<file path="src/rtl/cmp_pkg.sv">
// cmp_pkg: shared FSM encoding and default geometry for the sequential magnitude comparator
package cmp_pkg;
    typedef enum logic [1:0] {
        IDLE = 2'd0,
        BUSY = 2'd1,
        DONE = 2'd2
    } state_t;
    localparam int DEF_WIDTH = 8;
    localparam int DEF_BPC   = 1;
endpackage

</file>
<file path="src/rtl/cmp_digit.sv">
// cmp_digit: combinational unsigned compare of one BPC-bit digit
module cmp_digit #(
    parameter int BPC = cmp_pkg::DEF_BPC
) (
    input  logic [BPC-1:0] x,
    input  logic [BPC-1:0] y,
    output logic           gt,
    output logic           eq
);
    assign gt = x > y;
    assign eq = x == y;
endmodule

</file>
<file path="src/rtl/seq_mag_cmp.sv">
// seq_mag_cmp: MSB-first digit-serial magnitude comparator with early exit
module seq_mag_cmp
    import cmp_pkg::*;
#(
    parameter int WIDTH = DEF_WIDTH,
    parameter int BPC   = DEF_BPC
) (
    input  logic             clk,
    input  logic             reset,
    input  logic             start,
    input  logic             sgn,
    input  logic [WIDTH-1:0] a,
    input  logic [WIDTH-1:0] b,
    output logic             ready,
    output logic             done,
    output logic             agreb,
    output logic             aeqb,
    output logic             alesb
);
    localparam int NDIG = WIDTH / BPC;
    localparam int CW   = (NDIG > 1) ? $clog2(NDIG) : 1;
    state_t           state_q, state_d;
    logic [WIDTH-1:0] a_q, a_d, b_q, b_d;
    logic [CW-1:0]    cnt_q, cnt_d;
    logic             done_q, done_d, gt_q, gt_d, eq_q, eq_d, lt_q, lt_d;
    logic             dig_gt, dig_eq;
    logic [WIDTH-1:0] sign_msk;
    cmp_digit #(.BPC(BPC)) u_digit (
        .x  (a_q[WIDTH-1 -: BPC]),
        .y  (b_q[WIDTH-1 -: BPC]),
        .gt (dig_gt),
        .eq (dig_eq)
    );
    // flipping both MSBs maps two's-complement order onto unsigned order
    assign sign_msk = {sgn, {(WIDTH-1){1'b0}}};
    always_comb begin
        state_d = state_q;
        a_d     = a_q;
        b_d     = b_q;
        cnt_d   = cnt_q;
        done_d  = 1'b0;
        gt_d    = gt_q;
        eq_d    = eq_q;
        lt_d    = lt_q;
        case (state_q)
            IDLE: if (start) begin
                a_d     = a ^ sign_msk;
                b_d     = b ^ sign_msk;
                cnt_d   = '0;
                gt_d    = 1'b0;
                eq_d    = 1'b0;
                lt_d    = 1'b0;
                state_d = BUSY;
            end
            BUSY: if (!dig_eq) begin
                gt_d    = dig_gt;
                lt_d    = !dig_gt;
                done_d  = 1'b1;
                state_d = DONE;
            end else if (cnt_q == CW'(NDIG - 1)) begin
                eq_d    = 1'b1;
                done_d  = 1'b1;
                state_d = DONE;
            end else begin
                a_d   = a_q << BPC;
                b_d   = b_q << BPC;
                cnt_d = cnt_q + 1'b1;
            end
            default: state_d = IDLE;
        endcase
    end
    always_ff @(posedge clk) begin
        if (reset) begin
            state_q <= IDLE;
            a_q     <= '0;
            b_q     <= '0;
            cnt_q   <= '0;
            done_q  <= 1'b0;
            gt_q    <= 1'b0;
            eq_q    <= 1'b0;
            lt_q    <= 1'b0;
        end else begin
            state_q <= state_d;
            a_q     <= a_d;
            b_q     <= b_d;
            cnt_q   <= cnt_d;
            done_q  <= done_d;
            gt_q    <= gt_d;
            eq_q    <= eq_d;
            lt_q    <= lt_d;
        end
    end
    assign ready = state_q == IDLE;
    assign done  = done_q;
    assign agreb = gt_q;
    assign aeqb  = eq_q;
    assign alesb = lt_q;
endmodule

</file>
<file path="config.mk">
export PLATFORM = sky130hd
export DESIGN_NAME = seq_mag_cmp
export DESIGN_NICKNAME = d
export VERILOG_FILES = /design/src/rtl/cmp_pkg.sv /design/src/rtl/cmp_digit.sv /design/src/rtl/seq_mag_cmp.sv
export SDC_FILE = /design/constraint.sdc
export NUM_CORES = 1
export LEC_CHECK = 0
export ABC_CLOCK_PERIOD_IN_PS = 2300
export CAP_MARGIN = 15
export CORE_MARGIN = 2
export CORE_UTILIZATION = 49
export DETAILED_ROUTE_END_ITERATION = 12
export PLACE_DENSITY = 0.78
export RECOVER_POWER = 50
export SYNTH_ARGS = -nofsm -noshare
export SYNTH_HDL_FRONTEND = slang
export SYNTH_HIERARCHICAL = 1
export SYNTH_SLANG_ARGS = --single-unit
export TNS_END_PERCENT = 30
</file>
<file path="constraint.sdc">
create_clock -name clk -period 2.3 [get_ports clk]
set_input_delay 0.345 -clock clk [delete_from_list [all_inputs] [get_ports clk]]
set_output_delay 0.345 -clock clk [all_outputs]
set_load 0.05 [all_outputs]
</file>
# After elaboration in Yosys (flattened, before gate mapping)
# Index checks and enable logic that the tools add are counted.
# W data, S select, Z words.
dict set report totals {
  reg_bits 25
  input_bits 20
  output_inout_bits 5
  wordCells 56
}
dict set report op_classes {
  n_addsub 1
  magnitude_cmp 1
  eq_ne 9
  muxes 26
  bitwise_logic 3
  n_reduce_logical 8
}
# operator count
set op_table {}
lappend op_table {{$mux W8} 6}
lappend op_table {{$pmux W8 S2} 2}
lappend op_table {{$xor A8 B8 Y8} 2}
lappend op_table {{$ne A2 B2 Y1 const B} 5}
lappend op_table {{$mux W3} 3}
lappend op_table {{$reduce_and A4 Y1} 2}
lappend op_table {{$mux W1} 7}
lappend op_table {{$mux W2} 3}
lappend op_table {{$pmux W1 S2} 3}
lappend op_table {{$pmux W3 S2} 1}
lappend op_table {{$pmux W2 S2} 1}
lappend op_table {{$add A3 B1 Y3 const B} 1}
lappend op_table {{$eq A3 B3 Y1 const B} 1}
lappend op_table {{$ne A3 B3 Y1 const B} 1}
lappend op_table {{$reduce_and A3 Y1} 1}
lappend op_table {{$eq A2 B1 Y1 const B} 1}
lappend op_table {{$logic_not A2 Y1} 1}
lappend op_table {{$reduce_and A2 Y1} 1}
lappend op_table {{$reduce_bool A2 Y1} 1}
lappend op_table {{$reduce_or A2 Y1} 1}
lappend op_table {{$eq A1 B1 Y1} 1}
lappend op_table {{$gt A1 B1 Y1} 1}
lappend op_table {{$logic_not A1 Y1} 1}
lappend op_table {{$not A1 Y1} 1}

# Longest topological paths before layout
# Gate-level depths: netlist of run 1.
dict set report depth {
  ltp_word 4
  ltp_mapped 8
  ltp_nobuf 6
}

# Hierarchy
# Netlist of run 1, hierarchy kept.
# module n_inst cells_per_inst area_per_inst_um2 seq_area_each_um2
set modules_own_cells {}
lappend modules_own_cells {seq_mag_cmp 1 115 1133.6 500.5}
lappend modules_own_cells {cmp_digit 1 2 16.3 0.0}

# Worst setup path before layout of run 1
# OpenSTA, ideal clock, no wires.
dict set report synth_timing {
  path_kind {reg2reg}
  startpoint {reg cnt_q[0]}
  endpoint {reg a_q[6]}
  t_arrival_ps 1576
  required_ps 2214
  path_slack_ps 638
  stages_incl_launch_ff 9
  n_path_buf 2
  cell_sequence {dfxtp_1 -> ha_1 -> ha_1 -> and4bb_4 -> or2_1 -> buf_6 -> buf_12 -> nor2_1 -> a211oi_1}
}
dict set report synth_via {
  elab_chain_cells 3
}
# item line_no
set synth_rtl {}
lappend synth_rtl {{from (decl)} seq_mag_cmp.sv:24} ;# logic [CW-1:0] cnt_q, cnt_d;
lappend synth_rtl {{from (signal assigned)} seq_mag_cmp.sv:86} ;# cnt_q <= cnt_d;
lappend synth_rtl {{$eq A3 B3 Y1} seq_mag_cmp.sv:60} ;# end else if (cnt_q == CW'(NDIG - 1)) begin
lappend synth_rtl {{$ne A2 B2 Y1 (no line)} -}
lappend synth_rtl {{$reduce_and A4 Y1 (no line)} -}
lappend synth_rtl {{to (signal assigned)} seq_mag_cmp.sv:75} ;# a_q <= '0;
lappend synth_rtl {{to (signal assigned)} seq_mag_cmp.sv:84} ;# a_q <= a_d;
lappend synth_rtl {{to (decl)} seq_mag_cmp.sv:23} ;# logic [WIDTH-1:0] a_q, a_d, b_q, b_d;
# Every way passes these cells.
# A chain may end at the register's enable or synchronous reset.

# Worst setup path after layout of run 1
dict set report layout_timing {
  startpoint {reg state_q[0]}
  endpoint {out ready}
}
dict set report layout_via {
  elab_chain_cells 1
}
# item line_no
set layout_rtl {}
lappend layout_rtl {{from (decl)} seq_mag_cmp.sv:22} ;# state_t state_q, state_d;
lappend layout_rtl {{from (signal assigned)} seq_mag_cmp.sv:83} ;# state_q <= state_d;
lappend layout_rtl {{$logic_not A2 Y1} seq_mag_cmp.sv:93} ;# assign ready = state_q == IDLE;
lappend layout_rtl {{to (decl)} seq_mag_cmp.sv:14} ;# output logic ready,
# Every way passes these cells.

==> metrics, run 1 <==
total CTS buffers=3; highest metal used=met4; yosys synthesis warning count=6; Hold Slack=475 ps; core outline area=2210 sq um; setup bufs post-CTS=0; total grt overflow=0; post-synthesis compound-gate area fraction=0.166; die width=52.4 um; Mapped Cells=117; Synth Area in XOR/XNOR=0.0152; # rows=17; post-cts resize count=0; Slew @ Worst Pin=858 ps; initial antenna violation count=0; Reg2Reg Setup Slack=360 ps; RSZ-0062 raised after global routing=no; status=completed; largest family of logic cells by synthesized area=compound AO/OA/AOI/OAI gates; Hold Fails Final Rpt=0; Root Buffer=clkbuf_4; post-synthesis mux area share=0.122; gr usage total=0.168; post-DP HPWL=1420 um; relative slew slack=0.428; Pre-Repair DR Iteration Count=4; largest net degree at the start of global routing=27; WL final=2000 um; Pleak=0.000605 uW; Post-DRT Antenna Nets=0; Placer Congestion=0.752; Yosys cell types=29; CTS tree=done; commonest non-fill, non-tap cell in the layout=dfxtp_1; Adder-Cell Fraction of Synth Area=0.0326; I/O pin count=25; post-synthesis sequential area ratio=0.435; Post-Syn Nets=140; Worst Setup Slack, final=355 ps; H-tree depth=1; Tcrit/Tclk final=0.846; first-pass GRT wire length=3370 um; Slew Viols, Final=0; worst r2r src=cnt_q[0]$_SDFFE_PP0P_; minimum clock period=1950 ps; worst r2r path cells=7; clock buffer depth=2; max_cap viols=0; Initial Util=0.520; worst-case clock skew=1.79 ps; pwr/cell area=716 nW/um^2; met3 WL post-DR=79 um; Via density=5.27; drt drc=0; Min-Delay Endpoint=a_q[7]$_SDFFE_PP0P_; CP startpoint kind=flip-flop; #FFs+latches synth=25; setup TNS=0 ps; worst hold start=a_q[7]$_SDFFE_PP0P_; fraction of layout cells with a size suffix above 1=0.0857; detailed-route wire length per cell=11.9 um; met1 WL=976 um; Worst EP required=1960 ps; Sink Count=25; VDD IR-drop max=0.561 mV; CTS hold repair buffers=0; dpl ws=393 ps; die area=2750 sq um; later-pin clock latency in the skew report=320 ps; WS Path Type=flip-flop to primary output; Setup violations, final=0; Synth-to-Final Area Change=22.0%; syn_area_per_cell=9.83 sq um; Clock Pin Slew Worst Setup and Hold Paths=130 ps; initial DRC count=5; HP Class=flip-flop to flip-flop; commonest cells after routing, fill and taps aside=dfxtp_1, nor2_1, clkdlybuf4s50_1; Arr. time, crit path=1600 ps; Max Freq=514 MHz; CP startpoint=state_q[0]$_SDFFE_PP0P_; hold path depth=2; Worst Path Max Fanout=8; DR WL met2=906 um; Die Ht=52.4 um; Post-Syn Area=1150 sq um; RR Endpoint=b_q[7]$_SDFFE_PP0P_; CP endpoint kind=primary output; antenna diode count=0; Port Buffers=24; post-synthesis simple-gate area fraction=0.162; number of global-route vias before repair=780; total number of vias=885; # nets final=164
[metrics by stage]
stage          power (uW)  cell area [sq um]  cells   util
6_report             1000               1400    168  0.634
5_1_grt              1070               1400    168  0.634
3_5_place_dp          826               1380    164  0.623
4_1_cts              1020               1410    168  0.636
3_3_place_gp          816               1380    164  0.623
2_1_floorplan         771               1150    117      -
[registers in the layout, summed over array words and instances (netlist names)]
signal	count
b_q	8
cnt_q	3
a_q	8
alesb	1
agreb	1
aeqb	1
done	1
state_q	2
[cells in the mapped netlist]
library cell,instances,share of area
and4bb_4,1,0.014
nor2b_1,2,0.011
buf_12,1,0.017
buf_2,1,0.0043
and4_1,1,0.0076
a211oi_2,5,0.054
buf_6,1,0.0098
clkbuf_1,2,0.0065
o21ai_0,1,0.0043
clkbuf_8,1,0.012
or2b_1,1,0.0065
and2b_1,1,0.0065
nor3b_1,1,0.0065
ha_1,3,0.033
o211ai_1,2,0.013
inv_1,2,0.0065
a211oi_1,7,0.046
xnor2_1,2,0.015
mux2i_1,14,0.12
a21oi_1,4,0.017
buf_1,1,0.0033
dfxtp_1,25,0.44
a22oi_1,4,0.026
or2_1,1,0.0054
nor3_1,3,0.013
buf_4,1,0.0065
a31oi_1,1,0.0054
nand2_1,5,0.016
nor2_1,23,0.075
[area by class of cell]
class | count | area [sq um]
fillers | 190 | 810
flip-flops and latches | 25 | 500
repair buffers | 27 | 263
clock buffers | 3 | 22.5
well taps | 28 | 35.0
clock inverters | 1 | 5.00
inverters | 2 | 7.51
multi-input cells | 82 | 569
[critical path, cell delays in order, from the launching register on]
cell and delay, ps:
dfxtp_1 380, nor2_1 100, clkdlybuf4s50_1 800
[cells by family (layout without fill, tap and decap cells)]
kind of cell               count (synthesis)  count (layout)
AOI/OAI and AO/OA                         24              24
and+or+nand+nor                           39              39
muxes                                     14              14
adders and majority gates                  3               3
DFF                                       25              25
xor gates and xnor gates                   2               2
buffers and inverters                     10              33
[per-layer routing]
metal / track usage / vias up
met5: 0 / -
met4: 0.0897 / 0
met3: 0.0343 / 4
met2: 0.263 / 22
met1: 0.214 / 399
li1: - / 460
[how the worst max path moves through the flow]
stage                     endpoint  slack (ps)
5_1_grt        a_q[7]$_SDFFE_PP0P_         200
3_5_place_dp   b_q[7]$_SDFFE_PP0P_         390
3_3_place_gp   b_q[7]$_SDFFE_PP0P_         480
4_1_cts                      ready         340
6_report                     ready         350
2_1_floorplan  a_q[6]$_SDFFE_PP0P_         640
[power breakdown]
group          switching [uW]  internal (uW)  total [uW]
Clock                     129           65.1         195
Combinational             157            136         292
Sequential               30.0            487         517
Total                     316            688        1000
Power figures use the tool's default switching activity.
==> inputs of run 2 (changes only) <==
ABC_CLOCK_PERIOD_IN_PS = 2000   (was 2300)
clock period = 2 ns   (was 2.3 ns; I/O delays follow)
==> metrics, run 2 (synthesis results as in run 1) <==
status=completed; setup bufs post-CTS=0; # rows=17; Tcrit/Tclk final=0.951; Worst Path Max Fanout=8; CP startpoint kind=flip-flop; setup TNS=0 ps; max_cap viols=0; total grt overflow=0; Slew @ Worst Pin=865 ps; Setup violations, final=0; die area=2750 sq um; Largest regs=a_q: 8 flops, b_q: 8 flops, cnt_q: 3 flops; Die Ht=52.4 um; Worst Setup Slack, final=98.3 ps; Arr. time, crit path=1600 ps; CP endpoint kind=primary output; first-pass GRT wire length=3270 um; clock buffer depth=2; Initial Util=0.520; die width=52.4 um; commonest cells after routing, fill and taps aside=dfxtp_1, nor2_1, clkdlybuf4s50_1; Hold Fails Final Rpt=0; largest net degree at the start of global routing=27; detailed-route wire length per cell=12.0 um; Sink Count=25; relative slew slack=0.423; Clock Pin Slew Worst Setup and Hold Paths=130 ps; dpl ws=201 ps; core outline area=2210 sq um; Pre-Repair DR Iteration Count=4; fraction of layout cells with a size suffix above 1=0.0857; Port Buffers=24; antenna diode count=0; WS Path Type=flip-flop to primary output; H-tree depth=1; Pleak=0.000601 uW; Max Freq=526 MHz; CTS hold repair buffers=0; total CTS buffers=3; # nets final=164; Post-DRT Antenna Nets=0; WL final=2020 um; Placer Congestion=0.768; Slew Viols, Final=0; worst r2r path cells=7; worst-case clock skew=4.35 ps; Hold Slack=467 ps; post-cts resize count=0; gr usage total=0.163; Via density=5.32; initial antenna violation count=0; Worst EP required=1700 ps; minimum clock period=1900 ps; commonest non-fill, non-tap cell in the layout=dfxtp_1; VDD IR-drop max=0.548 mV; later-pin clock latency in the skew report=310 ps; total number of vias=893; pwr/cell area=822 nW/um^2; Root Buffer=clkbuf_4; RSZ-0062 raised after global routing=no; number of global-route vias before repair=790; Synth-to-Final Area Change=23.1%; hold path depth=2; HP Class=flip-flop to flip-flop; drt drc=0; initial DRC count=17; I/O pin count=25; CTS tree=done
-- run 2: stage by stage --
step / power (uW) / utilization / instance area, sq um / std cells
2_1_floorplan: 886 / - / 1150 / 117
3_3_place_gp: 952 / 0.629 / 1390 / 164
3_5_place_dp: 965 / 0.629 / 1390 / 164
4_1_cts: 1180 / 0.641 / 1420 / 168
5_1_grt: 1230 / 0.640 / 1420 / 168
6_report: 1160 / 0.640 / 1420 / 168
-- run 2: cell type report --
type	instances	area, sq um
fill	188	797
multi-input combinational	82	569
sequential	25	500
timing repair buffer	27	275
tap	28	35.0
clock buffer	3	22.5
inverter	2	7.51
clock inverter	1	5.00
-- run 2: where the power goes --
part           leakage [uW]  internal [uW]  switching [uW]
sequential         0.000206            560            35.7
clock             0.0000177           74.8             142
combinational      0.000378            167             183
total              0.000601            802             361
-- run 2: worst max-delay path: stages (launching register included) --
cell and delay [ps]:
dfxtp_1 380, nor2_1 110, clkdlybuf4s50_1 800
-- run 2: metal layers --
metal,vias up,global-route usage,wire (um)
met5,-,0,0
met2,27,0.279,950
met1,404,0.192,923
met3,4,0.0343,118
li1,458,-,-
met4,0,0.0769,29
-- run 2: final timing paths --
check | from | end | slack (ps)
worst min-delay path | b_q[7]$_SDFFE_PP0P_ | b_q[7]$_SDFFE_PP0P_ | 470
worst max-delay path | state_q[0]$_SDFFE_PP0P_ | ready | 100
worst min register to register | b_q[7]$_SDFFE_PP0P_ | b_q[7]$_SDFFE_PP0P_ | 470
worst max register to register | cnt_q[0]$_SDFFE_PP0P_ | a_q[5]$_SDFFE_PP0P_ | 150
